<file path="src/rtl/route_shift_stage_pkg.sv">
// Shared definitions for the router header-shift stage: FSM encodings,
// default geometry and the circular-buffer pointer helper.
package route_shift_stage_pkg;

    localparam int DEF_WIDTH  = 11;
    localparam int DEF_SHIFT  = 1;
    localparam int DEF_DEPTH  = 2;
    localparam int DEF_ROTATE = 0;

    typedef enum logic [0:0] {
        ST_HEAD = 1'b0,
        ST_BODY = 1'b1
    } state_e;

    // Circular pointer advance; explicit wrap keeps non-power-of-two reuse safe.
    function automatic int unsigned ptr_next(input int unsigned ptr, input int unsigned depth);
        int unsigned nxt;
        if (ptr == depth - 32'd1) begin
            nxt = 32'd0;
        end else begin
            nxt = ptr + 32'd1;
        end
        return nxt;
    endfunction

endpackage

</file>
<file path="src/rtl/route_shift_stage_sync_fifo.sv">
// Circular synchronous FIFO holding {last, flit} entries for the shift stage.
// Push is ignored when full and pop when empty, so callers may drive raw requests.
module route_shift_stage_sync_fifo
    import route_shift_stage_pkg::*;
#(
    parameter int DW    = 12,
    parameter int DEPTH = 2
) (
    input  logic                       clk,
    input  logic                       rst,
    input  logic                       i_push,
    input  logic                       i_pop,
    input  logic [DW-1:0]              i_wr_data,
    output logic [DW-1:0]              o_rd_data,
    output logic                       o_full,
    output logic                       o_empty,
    output logic [$clog2(DEPTH+1)-1:0] o_count
);

    localparam int PW = $clog2(DEPTH);
    localparam int CW = $clog2(DEPTH + 1);

    logic [DW-1:0] r_mem [DEPTH];
    logic [PW-1:0] r_wr_ptr;
    logic [PW-1:0] r_rd_ptr;
    logic [CW-1:0] r_count;
    logic          w_full;
    logic          w_empty;
    logic          w_do_push;
    logic          w_do_pop;

    assign w_full    = (r_count == CW'(DEPTH));
    assign w_empty   = (r_count == {CW{1'b0}});
    assign w_do_push = i_push && !w_full;
    assign w_do_pop  = i_pop && !w_empty;

    // Storage and write pointer; storage is cleared so the reset head reads zero.
    always_ff @(posedge clk or posedge rst) begin
        if (rst) begin
            for (int i = 0; i < DEPTH; i++) begin
                r_mem[i] <= {DW{1'b0}};
            end
            r_wr_ptr <= {PW{1'b0}};
        end else if (w_do_push) begin
            r_mem[r_wr_ptr] <= i_wr_data;
            r_wr_ptr        <= PW'(ptr_next(32'(r_wr_ptr), DEPTH));
        end
    end

    // Read pointer advances on every accepted pop.
    always_ff @(posedge clk or posedge rst) begin
        if (rst) begin
            r_rd_ptr <= {PW{1'b0}};
        end else if (w_do_pop) begin
            r_rd_ptr <= PW'(ptr_next(32'(r_rd_ptr), DEPTH));
        end
    end

    // Occupancy: simultaneous push and pop leave it unchanged.
    always_ff @(posedge clk or posedge rst) begin
        if (rst) begin
            r_count <= {CW{1'b0}};
        end else begin
            case ({w_do_push, w_do_pop})
                2'b10:   r_count <= r_count + CW'(1);
                2'b01:   r_count <= r_count - CW'(1);
                default: r_count <= r_count;
            endcase
        end
    end

    assign o_rd_data = r_mem[r_rd_ptr];
    assign o_full    = w_full;
    assign o_empty   = w_empty;
    assign o_count   = r_count;

endmodule

</file>
<file path="src/rtl/route_shift_stage.sv">
// Router hop stage: consumes SHIFT address bits from each packet header at push
// time and buffers flits in a DEPTH-entry FIFO between upstream and crossbar.
module route_shift_stage
    import route_shift_stage_pkg::*;
#(
    parameter int WIDTH  = DEF_WIDTH,
    parameter int SHIFT  = DEF_SHIFT,
    parameter int DEPTH  = DEF_DEPTH,
    parameter int ROTATE = DEF_ROTATE
) (
    input  logic                       clk,
    input  logic                       reset,
    input  logic                       in_valid,
    output logic                       in_ready,
    input  logic [WIDTH-1:0]           in_data,
    input  logic                       in_last,
    output logic                       out_valid,
    input  logic                       out_ready,
    output logic [WIDTH-1:0]           out_data,
    output logic                       out_last,
    output logic [$clog2(DEPTH+1)-1:0] level
);

    state_e           r_state;
    state_e           w_state_nxt;
    logic             w_push;
    logic             w_pop;
    logic             w_full;
    logic             w_empty;
    logic [WIDTH-1:0] w_shl;
    logic [WIDTH-1:0] w_rot;
    logic [WIDTH-1:0] w_head;
    logic [WIDTH-1:0] w_store;
    logic [WIDTH:0]   w_fifo_din;
    logic [WIDTH:0]   w_fifo_dout;

    // Full/empty come from the registered count only, so in_ready never sees out_ready.
    assign in_ready  = !w_full;
    assign out_valid = !w_empty;
    assign w_push    = in_valid && !w_full;
    assign w_pop     = out_ready && !w_empty;

    assign w_shl = {in_data[WIDTH-SHIFT-1:0], {SHIFT{1'b0}}};
    assign w_rot = {in_data[WIDTH-SHIFT-1:0], in_data[WIDTH-1:WIDTH-SHIFT]};

    // Select the header transform and apply it only to the first flit of a packet.
    always_comb begin
        w_head  = w_shl;
        w_store = in_data;
        if (ROTATE != 0) begin
            w_head = w_rot;
        end else begin
            w_head = w_shl;
        end
        if (r_state == ST_HEAD) begin
            w_store = w_head;
        end else begin
            w_store = in_data;
        end
    end

    assign w_fifo_din = {in_last, w_store};

    // Packet-position state register.
    always_ff @(posedge clk or posedge reset) begin
        if (reset) begin
            r_state <= ST_HEAD;
        end else begin
            r_state <= w_state_nxt;
        end
    end

    // Next-state: a tail returns to HEAD, a non-tail header moves to BODY.
    always_comb begin
        w_state_nxt = r_state;
        case (r_state)
            ST_HEAD: begin
                if (w_push && !in_last) begin
                    w_state_nxt = ST_BODY;
                end else begin
                    w_state_nxt = ST_HEAD;
                end
            end
            ST_BODY: begin
                if (w_push && in_last) begin
                    w_state_nxt = ST_HEAD;
                end else begin
                    w_state_nxt = ST_BODY;
                end
            end
            default: w_state_nxt = ST_HEAD;
        endcase
    end

    route_shift_stage_sync_fifo #(
        .DW    (WIDTH + 1),
        .DEPTH (DEPTH)
    ) u_fifo (
        .clk       (clk),
        .rst       (reset),
        .i_push    (w_push),
        .i_pop     (w_pop),
        .i_wr_data (w_fifo_din),
        .o_rd_data (w_fifo_dout),
        .o_full    (w_full),
        .o_empty   (w_empty),
        .o_count   (level)
    );

    assign out_data = w_fifo_dout[WIDTH-1:0];
    assign out_last = w_fifo_dout[WIDTH];

endmodule

</file>
<file path="config.mk">
export PLATFORM = sky130hd
export DESIGN_NAME = route_shift_stage
export DESIGN_NICKNAME = d
export VERILOG_FILES = /design/src/rtl/route_shift_stage_pkg.sv /design/src/rtl/route_shift_stage_sync_fifo.sv /design/src/rtl/route_shift_stage.sv
export SDC_FILE = /design/constraint.sdc
export NUM_CORES = 1
export LEC_CHECK = 0
export CORE_MARGIN = 2
export CORE_UTILIZATION = 25
export CTS_CLUSTER_DIAMETER = 60
export DETAILED_ROUTE_END_ITERATION = 8
export PLACE_DENSITY = 0.56
export SETUP_SLACK_MARGIN = 0.1
export SYNTH_ARGS = -nofsm -noshare
export SYNTH_HDL_FRONTEND = slang
export SYNTH_HIERARCHICAL = 1
export SYNTH_SLANG_ARGS = --single-unit
</file>
<file path="constraint.sdc">
create_clock -name clk -period 3.18 [get_ports clk]
set_input_delay 0.318 -clock clk [delete_from_list [all_inputs] [get_ports clk]]
set_output_delay 0.318 -clock clk [all_outputs]
set_load 0.02 [all_outputs]
</file>
==> impl_metrics.py, run 1 <==
metrics = {
    "status": {
        "status": "complete, no violations",
    },
    "cells_and_area": {
        "stdcell_area_um2": 1924,
        "layout.filler_cells": 602,
        "finish.net_count": 153,
        "areaGrowthSynthToFinish_pct": 30.12,
        "layout.cells.most_common": "sky130_fd_sc_hd__mux2_2",
        "layout.cells.most_common_list": "sky130_fd_sc_hd__mux2_2 (38), sky130_fd_sc_hd__clkdlybuf4s50_1 (31), sky130_fd_sc_hd__dfrtp_1 (29)",
        "antenna_cells": 0,
        "layout-drive-gt1-share_pct": 40.88,
    },
    "sta": {
        "final.setup_skew_ps": 5.637,
        "timing_worst_slew_pin_value_ps": 1071,
        "layout_worst_path_cycle_share_pct": 71.25,
        "final-max-slew-violation-count": 0,
        "timing.final.setup_violations": 0,
        "timing.max_slew.rel_slack_pct": 28.53,
        "layout_min_cycle_time_ps": 2266,
        "fmax_ghz": 0.4413,
        "finalHoldViolCount": 0,
        "finalSetupTns_ps": 0,
        "rsz0062_at_grt": "false",
    },
    "synth": {
        "synth_nets": 119,
        "post-synth-top-area-cell": "sky130_fd_sc_hd__dfrtp_1",
        "post_synth_instance_area_um2": 1479,
        "postSynthAreaPerCell_um2": 14.50,
        "yosysTopAreaCellShare_pct": 49.07,
        "cell_types_occupying_the_most_area_after_synthesis": "sky130_fd_sc_hd__dfrtp_1 (49%), sky130_fd_sc_hd__mux2_2 (29%), sky130_fd_sc_hd__mux2_4 (8.1%), sky130_fd_sc_hd__buf_6 (2.3%), sky130_fd_sc_hd__xnor2_1 (1.8%)",
        "netlist_instances": 102,
        "synth-seq-cells": 29,
        "synth.yosys.warnings": 6,
        "synth.lib_cells_used.distinct": 18,
        "synth.yosys.seq_area_share_pct": 49.07,
    },
    "floorplan": {
        "dieWidth_um": 80.92,
        "placementRows": 28,
        "chipHeight_um": 80.92,
        "initial_cell_density_of_the_core_pct": 25.43,
        "placeableCoreArea_um2": 5816,
        "die_area_um2": 6547,
        "floorplan.io_pins": 32,
    },
    "place": {
        "finalWeightedCongestion": 0.7157,
        "numPortBuffers": 31,
        "hpwl_um": 2052,
        "placement.cell_area_um2": 1844,
    },
    "global_route": {
        "number_of_antenna_violations_at_the_first_check_in_global_routing": 0,
        "largest_net_degree_at_the_start_of_global_routing": 29,
        "gr-usage-all-layers_pct": 9.821,
        "grt_pass1_wl_um": 4878,
        "globalRoute.totalOverflow": 0,
        "grt_pass1_vias": 1035,
    },
    "power_and_ir_drop": {
        "cellLeakagePower_nw": 0.8103,
        "portion_of_total_power_attributed_to_combinational_logic_pct": 52.6,
        "vdd_drop_max_uv": 594.3,
        "clock_power_share_pct": 13.2,
        "netSwitchingFraction_pct": 35.50,
        "internal_power_mw": 1.387,
        "power-per-cell-area_nw_per_um2": 1117,
        "power.net_switching_uw": 763.3,
        "share_seq_of_total_power_pct": 34.2,
        "post_layout_power_mw": 2.150,
    },
    "clock_network": {
        "cts-hold-fix-buffers": 0,
        "max-clock-path-buffers": 2,
        "buffers_inserted_during_post_cts_setup_optimization": 0,
        "worst_skew_pair.late_latency_ps": 270,
        "numCtsBuffers": 5,
        "cts_resized": 0,
        "h-tree-depth": 2,
        "root_driver": "sky130_fd_sc_hd__clkbuf_8",
        "tritoncts_clock_tree": "built",
        "numClockSinks": 29,
        "path_clk_slew_ps": 50,
    },
    "detailed_routing": {
        "route.detailed.vias_per_inst": 4.203,
        "dr_total_vias": 891,
        "drt_first_iter_violations": 6,
        "wl_per_cell_um": 13.67,
        "detailedRoute.firstPassIterationCount": 2,
        "antenna_violating_nets_post_route": 0,
        "final_routed_drc_violation_total": 0,
        "drt-total-wl_um": 2899,
    },
    "setup_path": {
        "critical_path.endpoint_type": "primary output",
        "arrival_time_worst_endpoint_ps": 1950,
        "worstSetupStartpointType": "register",
        "critical_path_class": "register to primary output",
        "path_max_fanout": 13,
        "cp.required_ps": 2860,
    },
    "flow_run": {
        "maxCapViolations": 0,
    },
    "min_path": {
        "worstHoldPathType": "primary input to asynchronous set/reset pin",
    },
}
==> final timing paths <==
kind                              startpoint                         end  cells past startpoint  slack, ps
min in group clk             u_fifo/r_mem[6]             u_fifo/r_mem[6]                      1        500
min                                    reset  asynchronous set/reset pin                      2        220
max in group asynchronous              reset             u_fifo/r_mem[1]                      2       1880
max reg2reg                u_fifo/o_count[0]            u_fifo/r_mem[14]                      5       1070
min reg2reg                  u_fifo/r_mem[6]             u_fifo/r_mem[6]                      1        500
max                          u_fifo/r_rd_ptr                 out_data[3]                      2        910
==> metrics by stage <==
stage	std cells	util (%)	hold slack (ps)	setup slack, ps
after global placement	204	31.71	483.7	1010
after global routing	212	33.09	232.5	792.4
final	212	33.09	217.2	914.2
after floorplan	102	-	46.71	1339
after detailed placement	204	31.71	494.4	926.1
after CTS	212	33.09	207.4	850.5
==> registers in the layout, indices dropped and copies added, names as in the netlist, named ones only <==
signal and cells:
u_fifo/o_count 2, u_fifo/r_mem 24, u_fifo/r_rd_ptr 1, u_fifo/r_wr_ptr 1
==> final cells by class <==
cell class / instances / area [um^2] / area share [%]
inverters: 6 / 22.52 / 1.170
repair buffers: 31 / 310.3 / 16.12
clock buffers: 8 / 80.08 / 4.161
flip-flops and latches: 29 / 725.7 / 37.71
well taps: 75 / 93.84 / 4.876
multi-input cells: 63 / 691.9 / 35.96
==> cell usage after synthesis, drive strengths merged <==
master and count:
xor2 2, buf 4, nor2 2, mux2 46
nand2b 1, and3 1, nand2 1, nor3b 1
and2 1, ha 1, dfrtp 29, mux2i 1
xnor2 3, inv 6, nor2b 3
==> cell families (layout without fill, tap and decap cells) <==
kind of cell | Yosys count | count (layout) | share of synthesized area (%)
AND/OR/NAND/NOR | 10 | 10 | 5.246
adder cells (fa/ha/maj) | 1 | 1 | 0.8459
buffers and inverters | 10 | 45 | 4.145
XOR/XNOR | 5 | 5 | 2.962
flip-flops | 29 | 29 | 49.07
multiplexers | 47 | 47 | 37.73
==> power groups by stage <==
| stage | registers (mW) | logic, mW | clock network (mW) |
|---|---|---|---|
| floorplan | 0.671 | 0.820 | 0 |
| global placement | 0.733 | 1.12 | 0 |
| detailed placement | 0.746 | 1.15 | 0 |
| CTS | 0.743 | 1.15 | 0.292 |
| global route | 0.771 | 1.22 | 0.307 |
| finish | 0.735 | 1.13 | 0.285 |
==> worst max-delay path, stage by stage (launching register included) <==
cell,delay (ps)
sky130_fd_sc_hd__dfrtp_1,720
sky130_fd_sc_hd__mux2_2,410
sky130_fd_sc_hd__clkdlybuf4s50_1,550
==> per-layer routing <==
metal,GRT usage [%],routed length [um],vias up
met5,0,0,-
met4,3.051,32,0
li1,-,-,421
met3,3.222,156,4
met1,11.49,1229,442
met2,17.02,1480,24
No activity file was read; power rests on OpenSTA's default activity.
==> inputs of run 2 (changes only) <==
- PLACE_DENSITY: 0.56 -> 0.58
- clock period: 3.18 -> 1.8 ns (I/O delays scaled with it)
==> run 2 against run 1 <==
First-iteration DRC count increased to 2.8 times the previous value. Via count up 2.8%. Register-to-register slack worse by 910 ps. Die area stayed put. Count of clock-buffer cells in the layout is 2 lower. Global-route usage about the same. Sequential power increased by 65%. Worst setup slack got worse by 770 ps. Critical endpoint is now out_data[10]. Largest power group unchanged. Highest routed layer unchanged.
==> impl_metrics.py, run 2 (same netlist as run 1, synthesis figures left out) <==
metrics = {
    "clock_network": {
        "path_clk_slew_ps": 60,
        "numClockSinks": 29,
        "cts-hold-fix-buffers": 0,
        "h-tree-depth": 2,
        "worst_skew_pair.late_latency_ps": 280,
        "max-clock-path-buffers": 2,
        "tritoncts_clock_tree": "built",
        "numCtsBuffers": 5,
        "root_driver": "sky130_fd_sc_hd__clkbuf_8",
    },
    "floorplan": {
        "dieWidth_um": 80.92,
        "die_area_um2": 6547,
        "floorplan.io_pins": 32,
        "placementRows": 28,
        "chipHeight_um": 80.92,
        "initial_cell_density_of_the_core_pct": 25.43,
        "placeableCoreArea_um2": 5816,
    },
    "global_route": {
        "globalRoute.totalOverflow": 0,
        "grt_pass1_vias": 951,
        "gr-usage-all-layers_pct": 9.847,
        "number_of_antenna_violations_at_the_first_check_in_global_routing": 0,
        "largest_net_degree_at_the_start_of_global_routing": 29,
        "grt_pass1_wl_um": 4795,
    },
    "detailed_routing": {
        "wl_per_cell_um": 13.50,
        "route.top_layer_used": "met4",
        "wl_met3_um": 125,
        "drt-total-wl_um": 2984,
        "dr_total_vias": 916,
        "drt_first_iter_violations": 17,
        "final_routed_drc_violation_total": 0,
        "antenna_violating_nets_post_route": 0,
        "route.met2.wl_um": 1494,
        "m1WireLength_um": 1340,
        "detailedRoute.firstPassIterationCount": 4,
        "route.detailed.vias_per_inst": 4.145,
    },
    "place": {
        "numPortBuffers": 31,
        "finalWeightedCongestion": 0.7256,
        "hpwl_um": 2158,
    },
    "sta": {
        "final.setup_skew_ps": 3.718,
        "finalSetupTns_ps": 0,
        "rsz0062_at_grt": "true",
        "timing.max_slew.rel_slack_pct": 75.52,
        "finalHoldViolCount": 0,
        "layout_worst_path_cycle_share_pct": 92.11,
        "final-max-slew-violation-count": 0,
        "timing.final.setup_violations": 0,
        "layout_min_cycle_time_ps": 1658,
        "fmax_ghz": 0.6031,
        "timing_worst_slew_pin_value_ps": 367.2,
    },
    "setup_path": {
        "critical-path-top-delay-family": "buffers and inverters",
        "path_max_fanout": 7,
        "cells_along_the_critical_path": "buf_4 -> mux2_2 -> dlygate4sd2_1",
        "cp.required_ps": 1620,
        "critical_path.max_stage_delay_ps": 350,
        "crit_path_top_delay_cell": "sky130_fd_sc_hd__dfrtp_1",
        "arrival_time_worst_endpoint_ps": 1480,
        "critical_path.endpoint_type": "primary output",
        "setup_slack_of_the_most_critical_reg_to_reg_path_ps": 160,
        "worstPathBufferInverterCount": 2,
        "worstSetupStartpointType": "register",
        "critical_path_class": "register to primary output",
    },
    "cells_and_area": {
        "layout.cells.most_common_list": "sky130_fd_sc_hd__mux2_2 (33), sky130_fd_sc_hd__dfrtp_1 (28), sky130_fd_sc_hd__clkdlybuf4s50_1 (17)",
        "largest_register_ffs": 24,
        "areaGrowthSynthToFinish_pct": 36.21,
        "registers.top_by_ff_count": "u_fifo/r_mem",
        "antenna_cells": 0,
        "layout.cells.most_common": "sky130_fd_sc_hd__mux2_2",
        "finish.net_count": 162,
        "layout-drive-gt1-share_pct": 47.95,
        "layout.filler_cells": 613,
    },
    "power_and_ir_drop": {
        "power-per-cell-area_nw_per_um2": 1902,
        "post_layout_power_mw": 3.832,
        "cellLeakagePower_nw": 0.9028,
        "vdd_drop_max_uv": 763.3,
    },
    "flow_run": {
        "maxCapViolations": 0,
    },
    "status": {
        "status": "complete, no violations",
    },
    "min_path": {
        "worstHoldPathType": "primary input to asynchronous set/reset pin",
    },
}
-- run 2: cell types whose count changed in the layout (fill, tap and decap cells not counted), sizes merged --
cell	delta
clkdlybuf4s50	-14
dlygate4sd2	+10
buf	+9
clkdlybuf4s15	+2
clkinv	+2
clkbuf	-1
dlymetal6s2s	+1
-- run 2: where the power goes --
part	switching, mW	leakage, nW	internal [mW]	total, mW
registers	0.209	0.343	0.999	1.21
logic	0.946	0.515	1.17	2.12
clock network	0.237	0.0450	0.267	0.504
-- run 2: path summary, 6_finish.rpt --
kind | startpoint | to | depth (start not counted)
worst min register to register | u_fifo/r_mem[9] | u_fifo/r_mem[9] | 1
worst min-delay path | reset | asynchronous set/reset pin | 2
min in group clk | u_fifo/r_mem[9] | u_fifo/r_mem[9] | 1
worst max register to register | u_fifo/o_count[0] | u_fifo/r_mem[19] | 6
worst max-delay path | u_fifo/r_rd_ptr | out_data[10] | 3
max in group asynchronous | reset | u_fifo/o_count[0] | 3
-- run 2: stage by stage --
stage / std cells / hold slack [ps] / util [%] / instance area, um^2 / setup WS [ps]
6_report: 221 / 79.25 / 34.64 / 2014 / 142.0
3_3_place_gp: 211 / 358.2 / 32.68 / 1901 / 74.96
4_1_cts: 219 / 71.20 / 33.95 / 1974 / 111.2
2_1_floorplan: 102 / -91.29 / - / 1483 / 124.6
5_1_grt: 221 / 98.02 / 34.64 / 2014 / 57.27
3_5_place_dp: 211 / 376.2 / 32.68 / 1901 / 35.29
-- run 2: routing by layer --
metal	vias to the layer above	track usage, %
met1	456	12.68
met3	2	3.222
met4	0	3.559
met2	23	15.45
met5	-	0
li1	435	-
-- run 2: worst reg2reg max path, cell delays in order, from the launching register on --
cell                       delay [ps]
sky130_fd_sc_hd__dfrtp_2          410
sky130_fd_sc_hd__nand2b_4         160
sky130_fd_sc_hd__inv_2             70
sky130_fd_sc_hd__nor2b_4          140
sky130_fd_sc_hd__nor3b_4          220
sky130_fd_sc_hd__buf_6            190
sky130_fd_sc_hd__mux2_2           340
-- run 2: what timing repair did --
item,in CTS,in global routing
resized for setup,15,11
endpoints found under the setup margin,30,34
setup buffers,0,2
-- run 2: final cells by class --
class / instances / area, um^2 / area share (%)
clock buffers: 6 / 72.57 / 3.602
clock inverters: 2 / 10.01 / 0.4969
inverters: 6 / 22.52 / 1.118
multi-input cells: 63 / 721.9 / 35.84
flip-flops and latches: 29 / 726.9 / 36.09
well taps: 75 / 93.84 / 4.658
repair buffers: 40 / 366.6 / 18.20
==> inputs of run 3 (changes only) <==
- CTS_CLUSTER_DIAMETER: 60 -> default
==> results of run 3 <==
Final layout, timing and power as in run 2 (identical DEF).
